## src/rtl/pwm_pkg.sv

```systemverilog
// Shared types and sizing helpers for the PWM duty-cycle decoder.
package pwm_pkg;

  typedef enum logic {
    IDLE    = 1'b0,
    MEASURE = 1'b1
  } state_t;

  localparam int unsigned DEFAULT_RES = 12;

  // Nominal PWM period in clk cycles for a given resolution.
  function automatic int unsigned nominal_period(input int unsigned res);
    return 32'd1 << res;
  endfunction

  // Cycles without a rising edge before the input is treated as constant.
  function automatic int unsigned timeout_count(input int unsigned res);
    return 32'd1 << (res + 1);
  endfunction

endpackage

```

## src/rtl/pwm_edge_sync.sv

```systemverilog
// Synchronizes the asynchronous PWM input and flags its rising edges.
module pwm_edge_sync
  import pwm_pkg::*;
#(
  parameter int SYNC_STAGES = 2
) (
  input  logic clk,
  input  logic rst_n,
  input  logic pwm_in,
  output logic s,
  output logic rise
);

  logic [SYNC_STAGES-1:0] sync_q;
  logic                   s_d;

  // NOTE: sequential state uses non-blocking assignments with an async
  // active-low reset so every flop updates together on the clock edge.
  always_ff @(posedge clk or negedge rst_n) begin
    if (!rst_n) begin
      sync_q <= '0;
      s_d    <= 1'b0;
    end else begin
      sync_q <= {sync_q[SYNC_STAGES-2:0], pwm_in};
      s_d    <= sync_q[SYNC_STAGES-1];
    end
  end

  assign s    = sync_q[SYNC_STAGES-1];
  assign rise = s & ~s_d;

endmodule

```

## src/rtl/pwm_capture.sv

```systemverilog
// Recovers the duty value of a PWM waveform by counting high cycles per period,
// with period checking and a timeout that reports constant-level inputs.
module pwm_capture
  import pwm_pkg::*;
#(
  parameter int nBitRes     = DEFAULT_RES,
  parameter int SYNC_STAGES = 2
) (
  input  logic               clk,
  input  logic               rst_n,
  input  logic               pwm_in,
  output logic [nBitRes-1:0] ubit_voltage,
  output logic               valid,
  output logic               period_err,
  output logic               locked
);

  localparam int PW = nBitRes + 2;
  localparam int HW = nBitRes + 1;
  localparam logic [PW-1:0] NOM_PERIOD = PW'(nominal_period(nBitRes));
  localparam logic [PW-1:0] TIMEOUT    = PW'(timeout_count(nBitRes));
  localparam logic [HW-1:0] DUTY_MAX   = HW'((1 << nBitRes) - 1);

  logic s;
  logic rise;

  pwm_edge_sync #(
    .SYNC_STAGES(SYNC_STAGES)
  ) u_edge_sync (
    .clk   (clk),
    .rst_n (rst_n),
    .pwm_in(pwm_in),
    .s     (s),
    .rise  (rise)
  );

  state_t              state, state_nxt;
  logic [PW-1:0]       per_cnt, per_nxt, per_inc;
  logic [HW-1:0]       hi_cnt, hi_nxt, hi_inc;
  logic [nBitRes-1:0]  ubit_nxt;
  logic                valid_nxt;
  logic                perr_nxt;
  logic                locked_nxt;
  logic                timeout;

  always_ff @(posedge clk or negedge rst_n) begin
    if (!rst_n) begin
      state        <= IDLE;
      per_cnt      <= '0;
      hi_cnt       <= '0;
      ubit_voltage <= '0;
      valid        <= 1'b0;
      period_err   <= 1'b0;
      locked       <= 1'b0;
    end else begin
      state        <= state_nxt;
      per_cnt      <= per_nxt;
      hi_cnt       <= hi_nxt;
      ubit_voltage <= ubit_nxt;
      valid        <= valid_nxt;
      period_err   <= perr_nxt;
      locked       <= locked_nxt;
    end
  end

  // Saturating increments: counters hold at all-ones instead of wrapping.
  assign per_inc = (per_cnt == '1) ? per_cnt : per_cnt + PW'(1);
  assign hi_inc  = (hi_cnt == '1) ? hi_cnt : hi_cnt + HW'(1);
  assign timeout = (per_cnt == TIMEOUT);

  // NOTE: every signal written here gets a default first, so no path can
  // leave a value unassigned and infer a latch.
  always_comb begin
    state_nxt  = state;
    per_nxt    = per_cnt;
    hi_nxt     = hi_cnt;
    ubit_nxt   = ubit_voltage;
    valid_nxt  = 1'b0;
    perr_nxt   = period_err;
    locked_nxt = locked;

    if (rise) begin
      // A rise always wins over a coincident timeout.
      per_nxt   = PW'(1);
      hi_nxt    = HW'(1);
      state_nxt = MEASURE;
      if (state == MEASURE) begin
        ubit_nxt   = (hi_cnt > DUTY_MAX) ? '1 : hi_cnt[nBitRes-1:0];
        perr_nxt   = (per_cnt != NOM_PERIOD);
        locked_nxt = (per_cnt == NOM_PERIOD);
        valid_nxt  = 1'b1;
      end
    end else if (timeout) begin
      ubit_nxt   = s ? '1 : '0;
      valid_nxt  = 1'b1;
      perr_nxt   = 1'b0;
      locked_nxt = 1'b0;
      per_nxt    = PW'(1);
      state_nxt  = IDLE;
    end else begin
      per_nxt = per_inc;
      if (state == MEASURE && s) begin
        hi_nxt = hi_inc;
      end
    end
  end

endmodule
```

## config.mk

```make
export PLATFORM = sky130hd
export DESIGN_NAME = pwm_capture
export DESIGN_NICKNAME = d
export VERILOG_FILES = /design/src/rtl/pwm_pkg.sv /design/src/rtl/pwm_edge_sync.sv /design/src/rtl/pwm_capture.sv
export SDC_FILE = /design/constraint.sdc
export NUM_CORES = 1
export LEC_CHECK = 0
export CORE_ASPECT_RATIO = 0.75
export CORE_MARGIN = 2
export CORE_UTILIZATION = 52
export CTS_CLUSTER_SIZE = 40
export DETAILED_ROUTE_END_ITERATION = 6
export GPL_TIMING_DRIVEN = 0
export PLACE_DENSITY = 0.73
export RECOVER_POWER = 50
export SYNTH_ARGS = -nofsm -noshare
export SYNTH_HDL_FRONTEND = slang
export SYNTH_SLANG_ARGS = --single-unit
```

## constraint.sdc

```tcl
create_clock -name clk -period 1.85 [get_ports clk]
set_input_delay 0.37 -clock clk [delete_from_list [all_inputs] [get_ports clk]]
set_output_delay 0.37 -clock clk [all_outputs]
set_load 0.05 [all_outputs]
```

==> impl_metrics.env <==
export IMPL_synth_top_area_share_pct=47.4
export IMPL_outcome="complete, but fails checks"
export IMPL_skew_ns=0.00787
export IMPL_synth_common_cells="dfrtp_1 (46), nor3_1 (17), a21oi_1 (16), nand2_1 (16), o2bb2ai_1 (12)"
export IMPL_fp_row_count=21
export IMPL_cp_arrival_ns=2.29
export IMPL_coreArea_um2=4470
export IMPL_drt_wl_total_um=7790
export IMPL_grt_pass1_wl_um=11200
export IMPL_vias=2432
export IMPL_hp_class="register to register"
export IMPL_max_freq_mhz=477
export IMPL_p_leak_uw=0.00143
export IMPL_ys_async_sr_fraction_pct=100
export IMPL_synth_avg_cell_area_um2=10.0
export IMPL_dr_pass1_iters=5
export IMPL_die_area_um2=5240
export IMPL_rsz0062_at_grt="yes"
export IMPL_placed_cells=317
export IMPL_io_pins=18
export IMPL_synth_seq_cells=46
export IMPL_irDropWorstVdd_v=0.000568
export IMPL_grt_max_degree=36
export IMPL_maxSlewViolCount=0
export IMPL_finalCritPeriodShare_pct=113
export IMPL_seq_area_um2=1160
export IMPL_violations="setup timing"
export IMPL_synthXorXnorAreaFrac_pct=0
export IMPL_drive_above_1_share_pct=38.8
export IMPL_port_buffers=17
export IMPL_initial_utilization_pct=54.4
export IMPL_drc_errors=0
export IMPL_r2r_start="per_cnt[9]"
export IMPL_ys_flop_type="dfrtp_1"
export IMPL_syn_to_final_growth_pct=44.2
export IMPL_cts_buffers=5
export IMPL_synthTopCellsByArea="dfrtp_1 (47%), o2bb2ai_1 (4.3%), nor3_1 (3.5%), a21oi_1 (3.3%), nand2_1 (2.5%)"
export IMPL_relSlewSlack_pct=52.6
export IMPL_clk_insertion_delay_late_ns=0.30
export IMPL_cp_required_ns=2.04
export IMPL_critPathKind="register to register"
export IMPL_finalPower_uw=2860
export IMPL_yosys_warnings=0
export IMPL_worstMarginPinSlew_ns=0.712
export IMPL_finalSetupTns_ns=-6.63
export IMPL_clockRootBuffer="clkbuf_8"
export IMPL_synth_top_family_by_area="simple AND/OR/NAND/NOR gates"
export IMPL_grt_ovfl_total=0
export IMPL_die_x_um=82.9
export IMPL_first_global_vias=2170
export IMPL_setup_viol=39
export IMPL_n_fill_cell=278
export IMPL_yosysSeqAreaShare_pct=47.4
export IMPL_syn_num_nets=248
export IMPL_critPathCaptureType="register"
export IMPL_ys_types=45
export IMPL_synth_compound_area_share_pct=22.5
export IMPL_synth_largest_area_cell="dfrtp_1"
export IMPL_synthSimpleGateAreaFrac_pct=23.4
export IMPL_netlist_area_um2=2430
export IMPL_final_cells=356
export IMPL_yosysMostFrequentCell="dfrtp_1"
export IMPL_min_delay_start="u_edge_sync.sync_q[0]"
export IMPL_die_y_um=63.2
export IMPL_antenna_cells=0
export IMPL_ant_nets=0
export IMPL_clk_pin_slew_ns=0.09
export IMPL_cts_htree_levels=2
export IMPL_fin_hold_ws_ns=0.358
export IMPL_initialDrtViolationCount=287
export IMPL_crit_path_start="per_cnt[9]"
export IMPL_avgViaCountPerCell=6.83
export IMPL_synth_edf_count=0
export IMPL_grtUsageTotal_pct=27.1
export IMPL_syn_inst=242
export IMPL_wire_per_inst_um=21.9
export IMPL_maxCapViolations=0
export IMPL_synth_area_mux_share_pct=1.65
export IMPL_synthAdderAreaFrac_pct=1.55
export IMPL_dpl_hpwl_um=3970
export IMPL_layout_setup_ws_ns=-0.248
export IMPL_hold_viol_final=0
export IMPL_antenna_found_initial=0
export IMPL_numClockSinks=46
export IMPL_gp_routability_congestion=0.894
export IMPL_multiInputGateArea_um2=1560
export IMPL_start_kind="register"
export IMPL_dp_slack_ns=-0.288
export IMPL_crit_path_max_fanout=6
export IMPL_post_route_min_period_ns=2.10
export IMPL_fin_nets=304
export IMPL_clockBufferDepth=2
export IMPL_p_per_area_nw_per_um2=818
export IMPL_cts_tree="built"
-- kinds of logic after synthesis --
logic type                 Yosys count
AOI/OAI and AO/OA                   72
buffers and inverters               20
adders and majority gates            3
muxes                                4
and+or+nand+nor                     97
DFF                                 46
-- cell type report --
| type | count | share of cell area [%] |
|---|---|---|
| repair buffers | 52 | 13.7 |
| well taps | 57 | 2.04 |
| clock buffers | 7 | 2.18 |
| inverters | 5 | 0.536 |
| clock inverters | 1 | 0.858 |
| flip-flops and latches | 46 | 33.1 |
| multi-input cells | 176 | 44.6 |
| plain buffers | 12 | 2.97 |
-- where the power goes --
part	switching (µW)	total (µW)	internal [µW]	leakage [µW]
sequential	141	1250	1110	0.000582
clock	338	743	405	0.0000524
combinational	527	873	346	0.000801
-- cells in the final DEF, fill, tap and decap left out, types with 5 or more instances in the layout --
cell / instances
clkbuf_1: 5
nor4_4: 5
buf_6: 14
o2bb2ai_2: 12
a21oi_2: 5
nand4_1: 8
dfrtp_1: 39
nand2_1: 16
a21oi_1: 11
dfrtp_2: 7
clkbuf_8: 6
nor3_1: 13
dlygate4sd2_1: 12
nand3_1: 10
buf_4: 22
-- critical path, stage by stage (launching register included) --
cell	delay, ns
dfrtp_2	0.44
or4_4	0.58
buf_6	0.15
o41ai_4	0.39
buf_6	0.19
a21oi_4	0.04
a22o_1	0.20
-- path summary, 6_finish.rpt --
path / endpoint / slack (ns) / depth (start not counted)
setup / recovery: per_cnt[1] / -0.25 / 6
hold / removal: u_edge_sync.sync_q[1] / 0.36 / 0
setup reg to reg: per_cnt[1] / -0.25 / 6
hold reg to reg: u_edge_sync.sync_q[1] / 0.36 / 0
max in group asynchronous: hi_cnt[0] / 0.20 / 3
min in group asynchronous: per_cnt[7] / 0.62 / 2
-- metal layers --
| metal | track usage [%] | routed length [µm] | vias up |
|---|---|---|---|
| li1 | - | - | 1061 |
| met4 | 5.94 | 172 | 0 |
| met1 | 41.2 | 3530 | 1187 |
| met2 | 37.9 | 3380 | 161 |
| met3 | 8.52 | 708 | 23 |
| met5 | 0 | 0 | - |
-- registers in the layout (all words and copies together), names as in the netlist --
| register | count |
|---|---|
| period_err | 1 |
| ubit_voltage | 12 |
| state | 1 |
| per_cnt | 14 |
| locked | 1 |
| valid | 1 |
| u_edge_sync.sync_q | 2 |
| hi_cnt | 13 |
| u_edge_sync.s_d | 1 |
-- metrics by stage --
step           instance area, µm²  util (%)
2_1_floorplan                2450         -
3_3_place_gp                 2690      60.2
3_5_place_dp                 2710      60.6
4_1_cts                      3240      72.6
5_1_grt                      3500      78.4
6_report                     3500      78.4
-- repair_timing --
| item | CTS | global route |
|---|---|---|
| setup endpoints to repair | 48 | 46 |
| gates resized for setup | 72 | 50 |
| hold endpoints to repair | 11 | 0 |
| cloned | 3 | 1 |
| hold buffers | 1 | 0 |
| setup buffers | 20 | 9 |
| pin swaps | 28 | 23 |
Note: power is estimated with default switching activity, not from simulation.
